**config.mk**
```make
export PLATFORM = sky130hd
export DESIGN_NAME = cdb_arbiter
export DESIGN_NICKNAME = d
export VERILOG_FILES = /design/src/rtl/mips_core_pkg.sv /design/src/rtl/cdb_result_fifo.sv /design/src/rtl/cdb_arbiter.sv
export SDC_FILE = /design/constraint.sdc
export NUM_CORES = 1
export LEC_CHECK = 0
export CORE_UTILIZATION = 61
export DETAILED_ROUTE_END_ITERATION = 8
export PLACE_DENSITY = 0.82
export SLEW_MARGIN = 5
export SYNTH_ARGS = -nofsm -noshare
export SYNTH_HDL_FRONTEND = slang
export SYNTH_HIERARCHICAL = 1
export SYNTH_SLANG_ARGS = --single-unit
export TNS_END_PERCENT = 20
```
**constraint.sdc**
```tcl
create_clock -name clk -period 9.5 [get_ports clk]
set_input_delay 1.9 -clock clk [delete_from_list [all_inputs] [get_ports clk]]
set_output_delay 1.9 -clock clk [all_outputs]
set_load 0.03 [all_outputs]
```
**src/rtl/mips_core_pkg.sv**
```systemverilog
// mips_core_pkg: shared widths and CDB source encoding for the core.
package mips_core_pkg;
  localparam int DATA_WIDTH = 32;
  localparam int ROB_DEPTH_BITS = 5;
  typedef enum logic {CDB_SRC_ALU, CDB_SRC_DCACHE} CdbSrc;
endpackage

```
**src/rtl/cdb_result_fifo.sv**
```systemverilog
// cdb_result_fifo: per-source result queue feeding the CDB arbiter.
module cdb_result_fifo
  import mips_core_pkg::*;
#(
  parameter int DEPTH = 4
) (
  input  logic                            clk,
  input  logic                            rst,
  input  logic                            i_flush,
  input  logic                            i_push,
  input  logic                            i_pop,
  input  logic [ROB_DEPTH_BITS-1:0]       i_tag,
  input  logic [DATA_WIDTH-1:0]           i_data,
  output logic [ROB_DEPTH_BITS-1:0]       o_tag,
  output logic [DATA_WIDTH-1:0]           o_data,
  output logic                            o_empty,
  output logic [$clog2(DEPTH):0]          o_count,
  output logic                            o_drop
);
  localparam int AW = $clog2(DEPTH);
  localparam logic [AW:0] CNT_FULL = (AW+1)'(DEPTH);
  logic [AW-1:0]               r_head, r_tail;
  logic [AW:0]                 r_count;
  logic [ROB_DEPTH_BITS-1:0]   r_tag [DEPTH];
  logic [DATA_WIDTH-1:0]       r_data [DEPTH];
  logic                        w_full, w_pop, w_push;
  assign w_full  = r_count == CNT_FULL;
  assign o_empty = r_count == '0;
  assign w_pop   = i_pop & ~o_empty & ~i_flush;
  // a pop frees the slot in the same cycle, so a full queue can still accept
  assign w_push  = i_push & ~i_flush & (~w_full | w_pop);
  assign o_drop  = i_push & ~i_flush & w_full & ~w_pop;
  assign o_tag   = r_tag[r_head];
  assign o_data  = r_data[r_head];
  assign o_count = r_count;
  always_ff @(posedge clk or posedge rst) begin
    if (rst) begin
      r_head  <= '0;
      r_tail  <= '0;
      r_count <= '0;
    end else if (i_flush) begin
      r_head  <= '0;
      r_tail  <= '0;
      r_count <= '0;
    end else begin
      r_head  <= r_head + AW'(w_pop);
      r_tail  <= r_tail + AW'(w_push);
      r_count <= r_count + (AW+1)'(w_push) - (AW+1)'(w_pop);
    end
  end
  always_ff @(posedge clk) begin
    if (w_push) begin
      r_tag[r_tail]  <= i_tag;
      r_data[r_tail] <= i_data;
    end
  end
endmodule

```
**src/rtl/cdb_arbiter.sv**
```systemverilog
// cdb_arbiter: round-robin merge of ALU and load results onto the common data bus.
module cdb_arbiter
  import mips_core_pkg::*;
#(
  parameter int QUEUE_DEPTH = 4
) (
  input  logic                      clk,
  input  logic                      rst,
  input  logic                      flush,
  input  logic                      alu_valid,
  input  logic [ROB_DEPTH_BITS-1:0] alu_tag,
  input  logic [DATA_WIDTH-1:0]     alu_result,
  input  logic                      dc_valid,
  input  logic [ROB_DEPTH_BITS-1:0] dc_tag,
  input  logic [DATA_WIDTH-1:0]     dc_data,
  output logic                      cdb_valid,
  output logic [ROB_DEPTH_BITS-1:0] cdb_tag,
  output logic [DATA_WIDTH-1:0]     cdb_data,
  output logic                      alu_stall,
  output logic                      dc_stall,
  output logic                      overflow_err
);
  localparam int AW = $clog2(QUEUE_DEPTH);
  localparam logic [AW:0] STALL_AT = (AW+1)'(QUEUE_DEPTH-1);
  CdbSrc                     r_last_grant;
  logic                      r_overflow;
  logic [ROB_DEPTH_BITS-1:0] w_alu_tag, w_dc_tag;
  logic [DATA_WIDTH-1:0]     w_alu_data, w_dc_data;
  logic                      w_alu_empty, w_dc_empty, w_alu_drop, w_dc_drop;
  logic [AW:0]               w_alu_count, w_dc_count;
  logic                      w_grant_alu, w_grant_dc;
  cdb_result_fifo #(.DEPTH(QUEUE_DEPTH)) u_alu_q (
    .clk(clk), .rst(rst), .i_flush(flush), .i_push(alu_valid), .i_pop(w_grant_alu),
    .i_tag(alu_tag), .i_data(alu_result), .o_tag(w_alu_tag), .o_data(w_alu_data),
    .o_empty(w_alu_empty), .o_count(w_alu_count), .o_drop(w_alu_drop)
  );
  cdb_result_fifo #(.DEPTH(QUEUE_DEPTH)) u_dc_q (
    .clk(clk), .rst(rst), .i_flush(flush), .i_push(dc_valid), .i_pop(w_grant_dc),
    .i_tag(dc_tag), .i_data(dc_data), .o_tag(w_dc_tag), .o_data(w_dc_data),
    .o_empty(w_dc_empty), .o_count(w_dc_count), .o_drop(w_dc_drop)
  );
  // on a tie the source that did not win last time gets the bus
  assign w_grant_alu  = ~w_alu_empty & (w_dc_empty | r_last_grant == CDB_SRC_DCACHE);
  assign w_grant_dc   = ~w_dc_empty & ~w_grant_alu;
  assign cdb_valid    = w_grant_alu | w_grant_dc;
  assign cdb_tag      = w_grant_alu ? w_alu_tag : w_grant_dc ? w_dc_tag : '0;
  assign cdb_data     = w_grant_alu ? w_alu_data : w_grant_dc ? w_dc_data : '0;
  assign alu_stall    = w_alu_count >= STALL_AT;
  assign dc_stall     = w_dc_count >= STALL_AT;
  assign overflow_err = r_overflow;
  always_ff @(posedge clk or posedge rst) begin
    if (rst) begin
      r_last_grant <= CDB_SRC_DCACHE;
      r_overflow   <= 1'b0;
    end else begin
      r_overflow   <= r_overflow | w_alu_drop | w_dc_drop;
      r_last_grant <= flush ? CDB_SRC_DCACHE : w_grant_alu ? CDB_SRC_ALU :
                      w_grant_dc ? CDB_SRC_DCACHE : r_last_grant;
    end
  end
endmodule
```
==> run_results.csv <==
group,metric,value,unit
sta,worstMarginPinSlew,1.25,ns
die,io_pins,120,
global_routing,grt_first_pass_wirelength,36.9,mm
sta,min_period,5.48,ns
synthesis,synth_ff_type,"edfxtp_1",
placement,dpl-instance-area,0.0136,mm²
setup_path,cp_max_fo,39,
routing,wl_met3,1.82,mm
setup_path,r2r_end,"u_alu_q/r_data[2][28]",
clock_network,clk_path_buf_depth,3,
sta,finalCritPeriodShare,0.577,
die,die_w,144,µm
global_routing,grt_overflow,0,
setup_path,path_cells,"nor3_1 > o21ba_2 > a32o_1 > clkdlybuf4s50_1",
final_layout,final_cells,947,
synthesis,async_flop_share,0.0513,
routing,first_iter_violations,504,
placement,hpwl,14.6,mm
worst_hold_path,min_to,"overflow_err",
setup_path,slowest_delay,1.03,ns
worst_hold_path,hold_class,"register to register",
final_layout,nets,747,
worst_hold_path,holdCritStartpoint,"overflow_err",
routing,drtPass1Iterations,6,
setup_path,crit_cells,4,
power,netSwitchingFraction,0.312,
final_layout,multiInputGateArea,0.00267,mm²
power,netSwitchingPower,1.23,mW
clock_network,numCtsBuffers,29,
setup_path,cp.buffers_inverters,1,
clock_network,postCtsHoldBufs,0,
global_routing,grt_usage,0.252,
routing,top_layer_used,"met4",
sta,max_slew_margin,0.166,
global_routing,grt_pass1_vias,6267,
clock_network,postCtsSetupRepairBufs,0,
placement,finalWeightedCongestion,0.715,
sta,max_freq,0.182,GHz
power,p_per_area,270,mW/mm²
final_layout,fin_area,0.0145,mm²
synthesis,synth_area_leaders,"edfxtp_1, mux4_2, dfrtp_1, a32o_1, mux4_1",
global_routing,antenna_found_initial,1,
routing,routed_wirelength,24.7,mm
final_layout,drive_gt1_frac,0.196,
synthesis,synth_edf_count,296,
setup_path,rrSetupSlack,5.26,ns
routing,drc,0,
routing,routed_via_density,6.25,
power,ir_drop,0.240,mV
setup_path,critPathTopFamily,"compound AO/OA/AOI/OAI gates",
final_layout,area_growth,18.8,%
setup_path,start_kind,"register",
die,start_util,0.626,
synthesis,synth_largest_area_cell,"edfxtp_1",
global_routing,grt_max_degree,40,
setup_path,timing.reg2reg.worst_path_depth,5,
clock_network,cts.clk_slew.worst_paths,0.06,ns
power,pwr-share-seq,0.416,
sta,worst_clock_skew,0.0294,ns
job,max_cap_violations,0,
clock_network,cts_max_level,1,
clock_network,ctsResizeCount,0,
setup_path,r2r-start,"u_dc_q/o_count[1]",
die,dieArea,0.0206,mm²
synthesis,synth.cell_area,0.0122,mm²
synthesis,ys.warnings.count,6,
power,pwr-share-clk,0.277,
die,die_y,144,µm
synthesis,syn_area_per_cell,23.3,µm²
synthesis,netlist-cell-type-count,33,
die,rows,51,
clock_network,clockRootBuffer,"clkbuf_16",
synthesis,postSynthCellCount,524,
routing,wl_met1,9.48,mm
power,internal_power,2.70,mW
routing,wl_per_cell,26.0,µm
worst_hold_path,hold_depth,1,
clock_network,clk_latency,0.56,ns
sta,hold_viol,0,
power,power_frac_comb,0.306,
setup_path,critical_path.slowest_cell,"o21ba_2",
synthesis,ys_seq_area_frac,0.760,
clock_network,cts_tree,"built",
setup_path,critPathKind,"register to output port",
placement,place_inst,892,
synthesis,synth_top_area_frac,0.727,
clock_network,cts_sinks,312,
synthesis,synth-seq-cells,312,
setup_path,critPathCaptureType,"output port",
routing,wl_met2,12.9,mm
routing,ant_nets,0,
setup_path,worstPathArrival,3.58,ns
placement,port_buffers,119,
final_layout,final-seq-area,0.00930,mm²
sta,rsz0062_at_grt,"no",
setup_path,required,7.60,ns
final_layout,fill_cells,1091,
status,status,"finished, final reports clean",
routing,vias,5917,
sta,finalMaxSlewViolations,0,
power,power.leakage,4.64,nW
synthesis,synth_nets,613,
sta,setup_tns,0,ns
die,core,0.0195,mm²
sta,setup_viol,0,
[worst register-to-register path, cell delays in order (launching register included)]
cell,delay [ns]
dfrtp_1,0.46
nor3_1,0.54
o21ba_2,1.03
nor4b_4,0.19
nor4b_2,1.10
buf_4,0.55
[per-layer routing]
metal	up-vias	global-route usage
li1	2524	-
met1	3078	0.325
met2	277	0.437
met3	38	0.0503
met4	0	0.0750
met5	-	0
[cells in the mapped netlist (3+ instances only)]
| master | instances |
|---|---|
| a32o_1 | 37 |
| buf_12 | 6 |
| buf_2 | 13 |
| buf_6 | 8 |
| clkbuf_1 | 3 |
| dfrtp_1 | 15 |
| edfxtp_1 | 296 |
| ha_1 | 8 |
| inv_1 | 7 |
| mux4_1 | 14 |
| mux4_2 | 60 |
| nand2_1 | 3 |
| nand2b_1 | 3 |
| nor2_1 | 10 |
| nor2b_1 | 6 |
| nor3_1 | 4 |
| nor4b_1 | 4 |
| xnor2_1 | 4 |
[per-stage QoR]
stage	utilization	setup slack (ns)	hold WS (ns)	total power, mW
5_1_grt	0.744	3.87	0.510	4.06
3_5_place_dp	0.698	4.41	0.464	2.86
6_report	0.744	4.02	0.474	3.93
2_1_floorplan	-	2.77	0.534	2.46
3_3_place_gp	0.698	4.59	0.468	2.84
4_1_cts	0.744	4.05	0.477	3.95
[layout make-up]
class,count,share of cell area
sequential,312,0.640
clock buffer,34,0.0513
clock inverter,19,0.0103
multi-input combinational,174,0.184
antenna,2,0.000345
timing repair buffer,133,0.0892
inverter,8,0.00207
tap,265,0.0228
[cells by family (layout without fill, tap and decap cells)]
logic type / count (synthesis) / after routing / share of synthesized area
other cells: 0 / 2 / 0
flops: 312 / 312 / 0.760
compound gates: 42 / 42 / 0.0331
simple gates: 42 / 42 / 0.0227
buf+inv: 38 / 194 / 0.0259
xor+xnor: 6 / 6 / 0.00655
fa+ha+maj: 10 / 10 / 0.0115
mux: 74 / 74 / 0.141
[state kept, by name, summed over array words and instances (netlist names)]
signal / cells
u_alu_q/r_data: 128
u_dc_q/r_data: 128
u_alu_q/r_tag: 20
u_dc_q/r_tag: 20
u_alu_q/o_count: 3
u_dc_q/o_count: 3
u_alu_q/r_head: 2
u_alu_q/r_tail: 2
u_dc_q/r_head: 2
u_dc_q/r_tail: 2
overflow_err: 1
r_last_grant: 1
[worst max path at each step]
stage	startpoint	to	slack [ns]
floorplan	flush	u_alu_q/r_data[1][0]	2.77
global placement	flush	u_alu_q/r_data[2][18]	4.59
detailed placement	flush	u_alu_q/r_data[2][16]	4.41
finish	u_dc_q/o_count[1]	cdb_data[3]	4.02
global route	u_dc_q/o_count[1]	cdb_data[3]	3.87
CTS	u_dc_q/o_count[1]	cdb_data[3]	4.05
[cell usage in the layout (no fill, tap or decap), types with 2 or more instances in the layout]
master / count
dfrtp_1: 11
a32o_1: 37
nand2_1: 3
nor4b_4: 2
buf_4: 14
fa_1: 2
nor2_1: 10
clkbuf_1: 5
edfxtp_1: 296
mux4_1: 14
xnor3_1: 2
or2_2: 2
bufinv_16: 2
nor3b_1: 2
clkbuf_16: 29
dfrtp_2: 4
nand2b_1: 2
clkdlybuf4s50_1: 119
clkinv_1: 9
nor2b_1: 6
nor3_2: 2
inv_1: 7
xnor2_1: 4
ha_1: 8
and3b_1: 2
nor3_1: 2
clkinv_2: 7
a21o_1: 2
nor4b_2: 4
mux4_2: 60
nor4_2: 2
diode_2: 2
[power by group through the flow]
stage	Sequential [mW]	Combinational [mW]	Clock [mW]
4_1_cts	1.64	1.21	1.11
2_1_floorplan	1.64	0.819	0
6_report	1.64	1.20	1.09
3_3_place_gp	1.66	1.18	0
5_1_grt	1.64	1.26	1.16
3_5_place_dp	1.67	1.20	0
No activity file was read; power rests on OpenSTA's default activity.
